===== src/rtl/drv_ad56x3_feeder_pkg.sv =====
// Shared types and elaboration helpers for the AD56x3 sample-pair feeder.
package drv_ad56x3_feeder_pkg;

  localparam int DATA_WIDTH = 14;

  typedef struct packed {
    logic [DATA_WIDTH-1:0] a;
    logic [DATA_WIDTH-1:0] b;
  } sample_pair_t;

  function automatic bit is_pow2(input int v);
    return (v > 0) && ((v & (v - 1)) == 0);
  endfunction

endpackage


===== src/rtl/drv_ad56x3_feeder_if.sv =====
// Producer sink, dual core sources, control and status of the feeder.
interface drv_ad56x3_feeder_if #(
  parameter int DATA_WIDTH = 14,
  parameter int DEPTH      = 16,
  parameter int CNT_WIDTH  = 16
);
  localparam int LW = $clog2(DEPTH) + 1;

  logic                  snkValid;
  logic [DATA_WIDTH-1:0] snkDataA;
  logic [DATA_WIDTH-1:0] snkDataB;
  logic                  snkRdy;
  logic                  srcValid0;
  logic [DATA_WIDTH-1:0] srcData0;
  logic                  srcRdy0;
  logic                  srcValid1;
  logic [DATA_WIDTH-1:0] srcData1;
  logic                  flush;
  logic                  clrStats;
  logic [LW-1:0]         level;
  logic [CNT_WIDTH-1:0]  underrunCnt;

  modport master (
    output snkValid, snkDataA, snkDataB, srcRdy0, flush, clrStats,
    input  snkRdy, srcValid0, srcData0, srcValid1, srcData1, level, underrunCnt
  );

  modport slave (
    input  snkValid, snkDataA, snkDataB, srcRdy0, flush, clrStats,
    output snkRdy, srcValid0, srcData0, srcValid1, srcData1, level, underrunCnt
  );
endinterface


===== src/rtl/drv_ad56x3_feeder_sync_fifo_ram.sv =====
// Single-clock simple dual-port RAM with registered read port.
module sync_fifo_ram #(
  parameter int AW = 4,
  parameter int W  = 28
) (
  input  logic          clk,
  input  logic          we_i,
  input  logic [AW-1:0] waddr_i,
  input  logic [W-1:0]  wdata_i,
  input  logic          re_i,
  input  logic [AW-1:0] raddr_i,
  output logic [W-1:0]  rdata_o
);
  logic [W-1:0] mem_q [2**AW];
  logic [W-1:0] rdata_q;

  always_ff @(posedge clk) begin
    if (we_i) mem_q[waddr_i] <= wdata_i;
    if (re_i) rdata_q <= mem_q[raddr_i];
  end

  assign rdata_o = rdata_q;
endmodule


===== src/rtl/drv_ad56x3_feeder.sv =====
// FWFT sample-pair FIFO feeding both AD56x3 core channels, with underrun stats.
// Optional hold-last-sample on empty: define DRV_AD56X3_FEEDER_REPEAT_EN.
module drv_ad56x3_feeder
  import drv_ad56x3_feeder_pkg::*;
#(
  parameter int DATA_WIDTH = 14,
  parameter int DEPTH      = 16,
  parameter int CNT_WIDTH  = 16
) (
  input logic                clk,
  input logic                reset,
  drv_ad56x3_feeder_if.slave bus
);
  localparam int AW = $clog2(DEPTH);
  localparam int LW = AW + 1;
  localparam int PW = 2 * DATA_WIDTH;
  localparam logic [LW-1:0] FULL_LVL = LW'(DEPTH);

  if (!is_pow2(DEPTH) || DEPTH < 2) begin : g_depth_chk
    $error("DEPTH must be a power of two >= 2");
  end

  logic [AW:0]          wr_ptr_q, wr_ptr_d, rd_ptr_q, rd_ptr_d;
  logic [LW-1:0]        level_q, level_d;
  logic                 snk_rdy_q, snk_rdy_d;
  logic                 out_vld_q, out_vld_d;
  logic                 sel_ram_q, sel_ram_d;
  logic [PW-1:0]        byp_q, byp_d;
  logic                 rdy_q;
  logic [CNT_WIDTH-1:0] ucnt_q, ucnt_d;
  logic [PW-1:0]        ram_rdata, out_pair;
  logic push, pop, ram_empty, out_free, load_ram, load_byp, ram_we, underrun;

  assign push      = bus.snkValid & snk_rdy_q;
  assign pop       = out_vld_q & bus.srcRdy0;
  assign ram_empty = (wr_ptr_q == rd_ptr_q);
  assign out_free  = ~out_vld_q | pop;
  // Output register is refilled from RAM first; the RAM is bypassed only when it holds nothing.
  assign load_ram  = out_free & ~ram_empty & ~bus.flush;
  assign load_byp  = out_free & ram_empty & push & ~bus.flush;
  assign ram_we    = push & ~(out_free & ram_empty) & ~bus.flush;
  assign underrun  = bus.srcRdy0 & ~rdy_q & ~out_vld_q;

  sync_fifo_ram #(.AW(AW), .W(PW)) u_ram (
    .clk     (clk),
    .we_i    (ram_we),
    .waddr_i (wr_ptr_q[AW-1:0]),
    .wdata_i ({bus.snkDataA, bus.snkDataB}),
    .re_i    (load_ram),
    .raddr_i (rd_ptr_q[AW-1:0]),
    .rdata_o (ram_rdata)
  );

  always_comb begin
    wr_ptr_d  = wr_ptr_q;
    rd_ptr_d  = rd_ptr_q;
    level_d   = level_q;
    snk_rdy_d = snk_rdy_q;
    out_vld_d = out_vld_q;
    sel_ram_d = sel_ram_q;
    byp_d     = byp_q;
    ucnt_d    = ucnt_q;
    if (bus.flush) begin
      wr_ptr_d  = '0;
      rd_ptr_d  = '0;
      level_d   = '0;
      snk_rdy_d = 1'b1;
      out_vld_d = 1'b0;
      sel_ram_d = 1'b0;
      byp_d     = '0;
    end else begin
      if (ram_we)   wr_ptr_d = wr_ptr_q + LW'(1);
      if (load_ram) rd_ptr_d = rd_ptr_q + LW'(1);
      out_vld_d = (out_vld_q & ~pop) | load_ram | load_byp;
      if (load_ram)      sel_ram_d = 1'b1;
      else if (load_byp) sel_ram_d = 1'b0;
      if (load_byp) byp_d = {bus.snkDataA, bus.snkDataB};
      level_d   = level_q + LW'(push) - LW'(pop);
      snk_rdy_d = (level_d < FULL_LVL);
    end
    if (bus.clrStats)             ucnt_d = '0;
    else if (underrun && ~&ucnt_q) ucnt_d = ucnt_q + CNT_WIDTH'(1);
  end

  always_ff @(posedge clk or posedge reset) begin
    if (reset) begin
      wr_ptr_q  <= '0;
      rd_ptr_q  <= '0;
      level_q   <= '0;
      snk_rdy_q <= 1'b0;
      out_vld_q <= 1'b0;
      sel_ram_q <= 1'b0;
      byp_q     <= '0;
      rdy_q     <= 1'b0;
      ucnt_q    <= '0;
    end else begin
      wr_ptr_q  <= wr_ptr_d;
      rd_ptr_q  <= rd_ptr_d;
      level_q   <= level_d;
      snk_rdy_q <= snk_rdy_d;
      out_vld_q <= out_vld_d;
      sel_ram_q <= sel_ram_d;
      byp_q     <= byp_d;
      rdy_q     <= bus.srcRdy0;
      ucnt_q    <= ucnt_d;
    end
  end

  assign out_pair = sel_ram_q ? ram_rdata : byp_q;

`ifdef DRV_AD56X3_FEEDER_REPEAT_EN
  // Output register keeps the last popped pair untouched, so repeating only needs a valid flag.
  logic rep_q;
  always_ff @(posedge clk or posedge reset) begin
    if (reset)          rep_q <= 1'b0;
    else if (bus.flush) rep_q <= 1'b0;
    else if (pop)       rep_q <= 1'b1;
  end
  assign bus.srcValid0 = out_vld_q | rep_q;
  assign bus.srcValid1 = out_vld_q | rep_q;
`else
  assign bus.srcValid0 = out_vld_q;
  assign bus.srcValid1 = out_vld_q;
`endif

  assign bus.srcData0   = out_pair[PW-1:DATA_WIDTH];
  assign bus.srcData1   = out_pair[DATA_WIDTH-1:0];
  assign bus.snkRdy     = snk_rdy_q;
  assign bus.level      = level_q;
  assign bus.underrunCnt = ucnt_q;
endmodule


===== src/flat_wrapper.sv =====
// flat-port wrapper written by rule: the top's interface ports become plain ports
module drv_ad56x3_feeder_flat import drv_ad56x3_feeder_pkg::*;
#(
  parameter int DATA_WIDTH = 14,
  parameter int DEPTH      = 16,
  parameter int CNT_WIDTH  = 16
)
  (clk, reset, bus_snkValid, bus_snkDataA, bus_snkDataB, bus_srcRdy0, bus_flush, bus_clrStats, bus_snkRdy, bus_srcValid0, bus_srcData0, bus_srcValid1, bus_srcData1, bus_level, bus_underrunCnt);
  drv_ad56x3_feeder_if #(.DATA_WIDTH(DATA_WIDTH), .DEPTH(DEPTH), .CNT_WIDTH(CNT_WIDTH)) bus_i ();
  input logic clk;
  input logic reset;
  input wire logic [$bits(bus_i.snkValid)-1:0] bus_snkValid;
  input wire logic [$bits(bus_i.snkDataA)-1:0] bus_snkDataA;
  input wire logic [$bits(bus_i.snkDataB)-1:0] bus_snkDataB;
  input wire logic [$bits(bus_i.srcRdy0)-1:0] bus_srcRdy0;
  input wire logic [$bits(bus_i.flush)-1:0] bus_flush;
  input wire logic [$bits(bus_i.clrStats)-1:0] bus_clrStats;
  output wire logic [$bits(bus_i.snkRdy)-1:0] bus_snkRdy;
  output wire logic [$bits(bus_i.srcValid0)-1:0] bus_srcValid0;
  output wire logic [$bits(bus_i.srcData0)-1:0] bus_srcData0;
  output wire logic [$bits(bus_i.srcValid1)-1:0] bus_srcValid1;
  output wire logic [$bits(bus_i.srcData1)-1:0] bus_srcData1;
  output wire logic [$bits(bus_i.level)-1:0] bus_level;
  output wire logic [$bits(bus_i.underrunCnt)-1:0] bus_underrunCnt;
  assign bus_i.snkValid = bus_snkValid;
  assign bus_i.snkDataA = bus_snkDataA;
  assign bus_i.snkDataB = bus_snkDataB;
  assign bus_i.srcRdy0 = bus_srcRdy0;
  assign bus_i.flush = bus_flush;
  assign bus_i.clrStats = bus_clrStats;
  assign bus_snkRdy = bus_i.snkRdy;
  assign bus_srcValid0 = bus_i.srcValid0;
  assign bus_srcData0 = bus_i.srcData0;
  assign bus_srcValid1 = bus_i.srcValid1;
  assign bus_srcData1 = bus_i.srcData1;
  assign bus_level = bus_i.level;
  assign bus_underrunCnt = bus_i.underrunCnt;
  drv_ad56x3_feeder #(.DATA_WIDTH(DATA_WIDTH), .DEPTH(DEPTH), .CNT_WIDTH(CNT_WIDTH)) u_core (.clk(clk), .reset(reset), .bus(bus_i));
endmodule

===== config.mk =====
export PLATFORM = sky130hd
export DESIGN_NAME = drv_ad56x3_feeder_flat
export DESIGN_NICKNAME = d
export VERILOG_FILES = /design/src/rtl/drv_ad56x3_feeder_pkg.sv /design/src/rtl/drv_ad56x3_feeder_if.sv /design/src/rtl/drv_ad56x3_feeder_sync_fifo_ram.sv /design/src/rtl/drv_ad56x3_feeder.sv /design/src/flat_wrapper.sv
export SDC_FILE = /design/constraint.sdc
export NUM_CORES = 1
export LEC_CHECK = 0
export BUFFER_PORTS_ARGS = -buffer_cell sky130_fd_sc_hd__buf_2
export CORE_MARGIN = 5
export CORE_UTILIZATION = 45
export CTS_CLUSTER_SIZE = 10
export DETAILED_ROUTE_END_ITERATION = 12
export HOLD_SLACK_MARGIN = 0.06
export PLACE_DENSITY = 0.6
export SETUP_SLACK_MARGIN = 0.05
export SYNTH_ARGS = -nofsm -noshare
export SYNTH_HDL_FRONTEND = slang
export SYNTH_HIERARCHICAL = 1
export SYNTH_SLANG_ARGS = --single-unit
export TNS_END_PERCENT = 5

===== constraint.sdc =====
create_clock -name clk -period 11.7 [get_ports clk]
set_input_delay 1.17 -clock clk [delete_from_list [all_inputs] [get_ports clk]]
set_output_delay 1.17 -clock clk [all_outputs]
set_load 0.1 [all_outputs]

# Yosys cells after proc, flatten, opt, wreduce, memory -nomap -nowiden
# Memory sizes are Yosys's and may differ from the RTL's. A register that Yosys moved wholly into a read port is not among the register bits.
# Index checks and enable logic that the tools add are counted.
# totals
regBits	63
ram_bits	448
inputBits	34
output_inout_bits	52
memories	1
# op_classes
addsub	5
order_cmp	1
n_eq_ne	1
mux	17
n_bitwise	21
n_reduce_logical	8
# memory_table
memory	words	word_bits	rd	rd_ports_with_merged_regs	write_ports	line	source
u_core.u_ram.mem_q	16	28	1	1	1	drv_ad56x3_feeder_sync_fifo_ram.sv:14	logic [W-1:0] mem_q [2**AW];
# op_table
cell	n
28-bit two-way mux	3
16-bit two-way mux	2
5-bit two-way mux	5
16-bit by 1-bit adder with 16-bit output, second input constant	1
16-bit AND reduction	1
1-bit bitwise AND	12
5-bit by 1-bit adder with 5-bit output, second input constant	2
2-bit nonzero test	4
1-bit two-way mux	7
1-bit NOT	6
5-bit by 1-bit adder with 5-bit output	1
5-bit == test	1
5-bit less-than comparator, second input constant	1
5-bit by 1-bit subtractor with 5-bit output	1
1-bit bitwise OR	3
3-bit nonzero test	1
1-bit logical AND	1
1-bit zero test	1

# Longest topological paths before layout
# logic_depth
depth_word	8
mapped_depth	11
depth_no_buf	11

# Hierarchy
# Netlist, hierarchy kept.
# by_module_without_submodules
mod	n_inst	cells_each	area_each_um2	seq_area_each_um2
sync_fifo_ram	1	735	17814.6	14293.7
drv_ad56x3_feeder	1	286	3273.1	1576.5

# Worst setup path after synthesis
# No wires, ideal clock.
# synth_path
kind	input to register
from	in bus_srcRdy0
to	mem u_core.u_ram.mem_q[0][0] (enable)
setup_ps	448
t_arrival_ps	4471
slack_ps	6781
path_stages	5
n_path_buf	0
path_cell_list	nand2b_1 -> a31oi_2 -> nor2b_1 -> or3b_2 -> nor3_1
# synth_via
elab_chain_cells	8
# synth_rtl
element	line	source
start: declaration	flat_wrapper.sv:15	input wire logic [$bits(bus_i.srcRdy0)-1:0] bus_srcRdy0;
1-bit bitwise AND	drv_ad56x3_feeder.sv:35	assign pop = out_vld_q & bus.srcRdy0;
1-bit bitwise OR	drv_ad56x3_feeder.sv:37	assign out_free = ~out_vld_q | pop;
1-bit bitwise AND	drv_ad56x3_feeder.sv:41	assign ram_we = push & ~(out_free & ram_empty) & ~bus.flush;
1-bit NOT	drv_ad56x3_feeder.sv:41	
1-bit bitwise AND (2 in series)	drv_ad56x3_feeder.sv:41	
named net u_core.ram_we	drv_ad56x3_feeder.sv:32	logic push, pop, ram_empty, out_free, load_ram, load_byp, ram_we, underrun;
1-bit two-way mux	drv_ad56x3_feeder_sync_fifo_ram.sv:18	if (we_i) mem_q[waddr_i] <= wdata_i;
1-bit two-way mux (implied by the code)	drv_ad56x3_feeder_sync_fifo_ram.sv:18	
end: declaration	drv_ad56x3_feeder_sync_fifo_ram.sv:14	
# The timed path passes the listed nets, and every way through them passes these cells.

# Final worst setup path
# layout_path
from	reg u_core.rd_ptr_q[0]
to	mem u_core.u_ram.mem_q[2][21] (enable)
# layout_via
elab_chain_cells	7
# layout_rtl
element	line	source
start: declaration	drv_ad56x3_feeder.sv:23	logic [AW:0] wr_ptr_q, wr_ptr_d, rd_ptr_q, rd_ptr_d;
start signal: assignment	drv_ad56x3_feeder.sv:98	rd_ptr_q <= rd_ptr_d;
5-bit == test	drv_ad56x3_feeder.sv:36	assign ram_empty = (wr_ptr_q == rd_ptr_q);
1-bit bitwise AND	drv_ad56x3_feeder.sv:41	
1-bit NOT	drv_ad56x3_feeder.sv:41	
1-bit bitwise AND (2 in series)	drv_ad56x3_feeder.sv:41	
named net u_core.ram_we	drv_ad56x3_feeder.sv:32	
1-bit two-way mux	drv_ad56x3_feeder_sync_fifo_ram.sv:18	
1-bit two-way mux (implied by the code)	drv_ad56x3_feeder_sync_fifo_ram.sv:18	
# The timed path passes the listed nets, and every way through them passes these cells.

==> out/qor.txt <==
I/O pin count: 86
Detailed Route WL: 43,700 um
yosys warns: 6
CTS resizes: 0
Final Max Tran Viols: 0
post-route minimum period: 3.80 ns
reg-to-reg slack, setup: 7.90 ns
CP Launch Point: u_core/rd_ptr_q[0]$_DFFE_PP0P_
core footprint: 46,500 um2
leading area contributor after synthesis: edfxtp_1
Synth Net Count: 1,064
fraction of registers with async set/reset: 11.7%
Area Overhead vs Synth: 13.8%
total CTS buffers: 61
Iter 0 DRT Violations: 637
Worst R2R End: u_core/u_ram/mem_q[2][21]$_DFFE_PP_
htree depth: 2
Slew Limit Headroom: 22.2%
RSZ-0062 raised after global routing: false
commonest non-fill, non-tap cell in the layout: edfxtp_1
Worst-path clk slew: 0.05 ns
DRC: 0
clock network fraction of total power: 33.2%
CP arrival: 4.02 ns
sw frac: 31.0%
maxcap violations: 0
final net count: 1,176
outcome: complete, no violations
Static Leakage: 7.96 nW
gr ovfl total: 0
Worst Hold Class: reg -> reg
Top FF cell, synth: edfxtp_1
number of synthesized flops with an enable pin: 476
period utilization: 32.4%
CP peak stage delay: 0.93 ns
area of the die: 51,300 um2
cell-internal power: 3.62 mW
Critical Path Start Type: register
clock root buffer: clkbuf_16
slowest cell on the critical path: dfrtp_4
post-synth top area share: 67.8%
number of I/O port buffers: 85
main combinational cell family by area after synthesis: multiplexers
post-synthesis compound-gate area fraction: 3.98%
GRT Total Usage: 17.2%
worst-margin pin slew: 1.16 ns
post-route ant nets: 0
register share of total power: 44.0%
die width: 226 um
Non-Filler Instances: 1,791
Critical Path RT: 11.92 ns
Final TNS setup: 0 ns
register area share after synthesis: 75.3%
Final setup viols: 0
Fin Hold WS: 0.498 ns
layout cell share with drive strength beyond 1: 29.2%
Crit. path cell count: 6
#FFs+latches synth: 539
CTS tree: built
clk_skew: 0.0146 ns
Synth area leaders: edfxtp_1, mux4_2, dfrtp_1, mux4_1, a22oi_1
Final Core Density: 51.7%
most frequent cells in the layout: edfxtp_1, mux4_2, buf_2
Combinational Power Share: 22.8%
worst-path fanout max: 40
fmax: 263 MHz
post-synthesis mux area share: 14.0%
GP Congestion: 0.734
vias in the first global route: 10,653
switching pwr: 1.62 mW
clk buf depth: 3
die height: 226 um
Netlist cell types: 54
number of iterations in the first detailed-routing pass: 5
xor/xnor share of the synthesized area: 0.955%
diode count: 0
Setup crit end: u_core/u_ram/mem_q[2][21]$_DFFE_PP_
mapped cell area: 21,100 um2
vias per inst: 5.63
Cells after DPL: 1,677
Initial Util: 45.4%
Critical path buffers and inverters: 0
cts hold-fix bufs: 0
Fin. Hold Viols: 0
Post-Synth Simple-Gate Area: 3.32%
initial antenna violation count: 0
cell family with most CP delay: simple AND/OR/NAND/NOR gates
Cell Chain, Critical Path: xnor2_1, and3_1, a31oi_2, nor2b_1, or3b_2, nor2_4
cells on worst reg2reg path: 6
Max VDD drop: 0.000159 V
DR vias: 10,082
wire length of the first global-routing pass: 66,500 um
routed len/inst: 24.4 um
cells after synthesis: 1,021
power density over cell area: 218 nW/um2
Detail Placement HPWL: 25,000 um
Setup CP Type: reg -> reg
area share of fa/ha/maj cells after synthesis: 0.570%
placement row count: 79
crit end category: register
clk_lat worst skew: 0.61 ns
RR Startpoint: u_core/rd_ptr_q[0]$_DFFE_PP0P_
pin count of the biggest net entering global routing: 64
Min-Delay Path Depth: 1
setup bufs post-CTS: 0
syn_area_per_cell: 20.7 um2
TritonCTS Sinks: 539
==> metrics by stage <==
| stage | total power, mW | cell area, um2 | worst slack (ns) |
|---|---|---|---|
| 3_3_place_gp | 3.55 | 22200 | 7.63 |
| 6_report | 5.24 | 24000 | 7.90 |
| 3_5_place_dp | 3.56 | 22200 | 7.63 |
| 5_1_grt | 5.46 | 24000 | 7.61 |
| 4_1_cts | 5.31 | 24000 | 7.85 |
| 2_1_floorplan | 3.32 | 21100 | 6.78 |
==> routing by layer <==
layer  vias up  routed length [um]  track usage [%]
li1       4458                   -                -
met1      5352               19100             23.7
met2       212               22000             28.9
met3        60                1760             3.22
met4         0                 832             4.23
met5         -                   0                0
==> flip-flops by register name, indices dropped and copies added, names as in the netlist <==
name	cells
u_core/u_ram/mem_q	448
u_core/u_ram/rdata_o	28
u_core/bus.srcValid0	1
u_core/rdy_q	1
u_core/wr_ptr_q	5
u_core/byp_q	28
u_core/bus.snkRdy	1
u_core/bus.underrunCnt	16
u_core/bus.level	5
u_core/rd_ptr_q	5
u_core/sel_ram_q	1
==> synthesized netlist by cell type (all sizes together) (4+ instances only) <==
master	instances
nand2	35
buf	23
nand2b	4
edfxtp	476
nor2	42
mux4	112
xnor2	17
a22oi	56
mux2	30
a21oi	11
nor2b	7
nor3	10
or3	4
o21ai	6
inv	9
nand4	6
ha	8
clkbuf	27
dfrtp	63
nand3	9
a22o	28
xor2	6
==> how the worst min path moves through the flow <==
stage,to,startpoint,slack (ns)
5_1_grt,u_core/byp_q[3]$_DFFE_PP0P_,u_core/byp_q[3]$_DFFE_PP0P_,0.51
2_1_floorplan,u_core/byp_q[0]$_DFFE_PP0P_,u_core/byp_q[0]$_DFFE_PP0P_,0.47
3_3_place_gp,u_core/byp_q[25]$_DFFE_PP0P_,u_core/byp_q[25]$_DFFE_PP0P_,0.48
3_5_place_dp,u_core/byp_q[11]$_DFFE_PP0P_,u_core/byp_q[11]$_DFFE_PP0P_,0.49
6_report,u_core/byp_q[6]$_DFFE_PP0P_,u_core/byp_q[6]$_DFFE_PP0P_,0.50
4_1_cts,u_core/byp_q[25]$_DFFE_PP0P_,u_core/byp_q[25]$_DFFE_PP0P_,0.50
==> power groups by stage <==
stage / sequential [mW] / combinational, mW / clock [mW]
after CTS: 2.31 / 1.21 / 1.78
final: 2.31 / 1.19 / 1.74
after global placement: 2.35 / 1.20 / 0
after detailed placement: 2.35 / 1.21 / 0
after floorplan: 2.36 / 0.959 / 0
after global routing: 2.33 / 1.26 / 1.88
==> cell families after synthesis <==
group | Yosys count
flops | 539
mux | 145
simple gates | 138
compound gates | 108
buf+inv | 59
xor+xnor | 23
fa+ha+maj | 9
==> cell type report <==
cell class                      count  area, um2
Fill cell                        3737      22500
Sequential cell                   539      15900
Multi-Input combinational cell    423       4960
Clock buffer                      110       1780
Tap cell                          607        759
Timing Repair Buffer               99        531
Clock inverter                      4       48.8
Inverter                            9       35.0
Note: power is estimated with default switching activity, not from simulation.
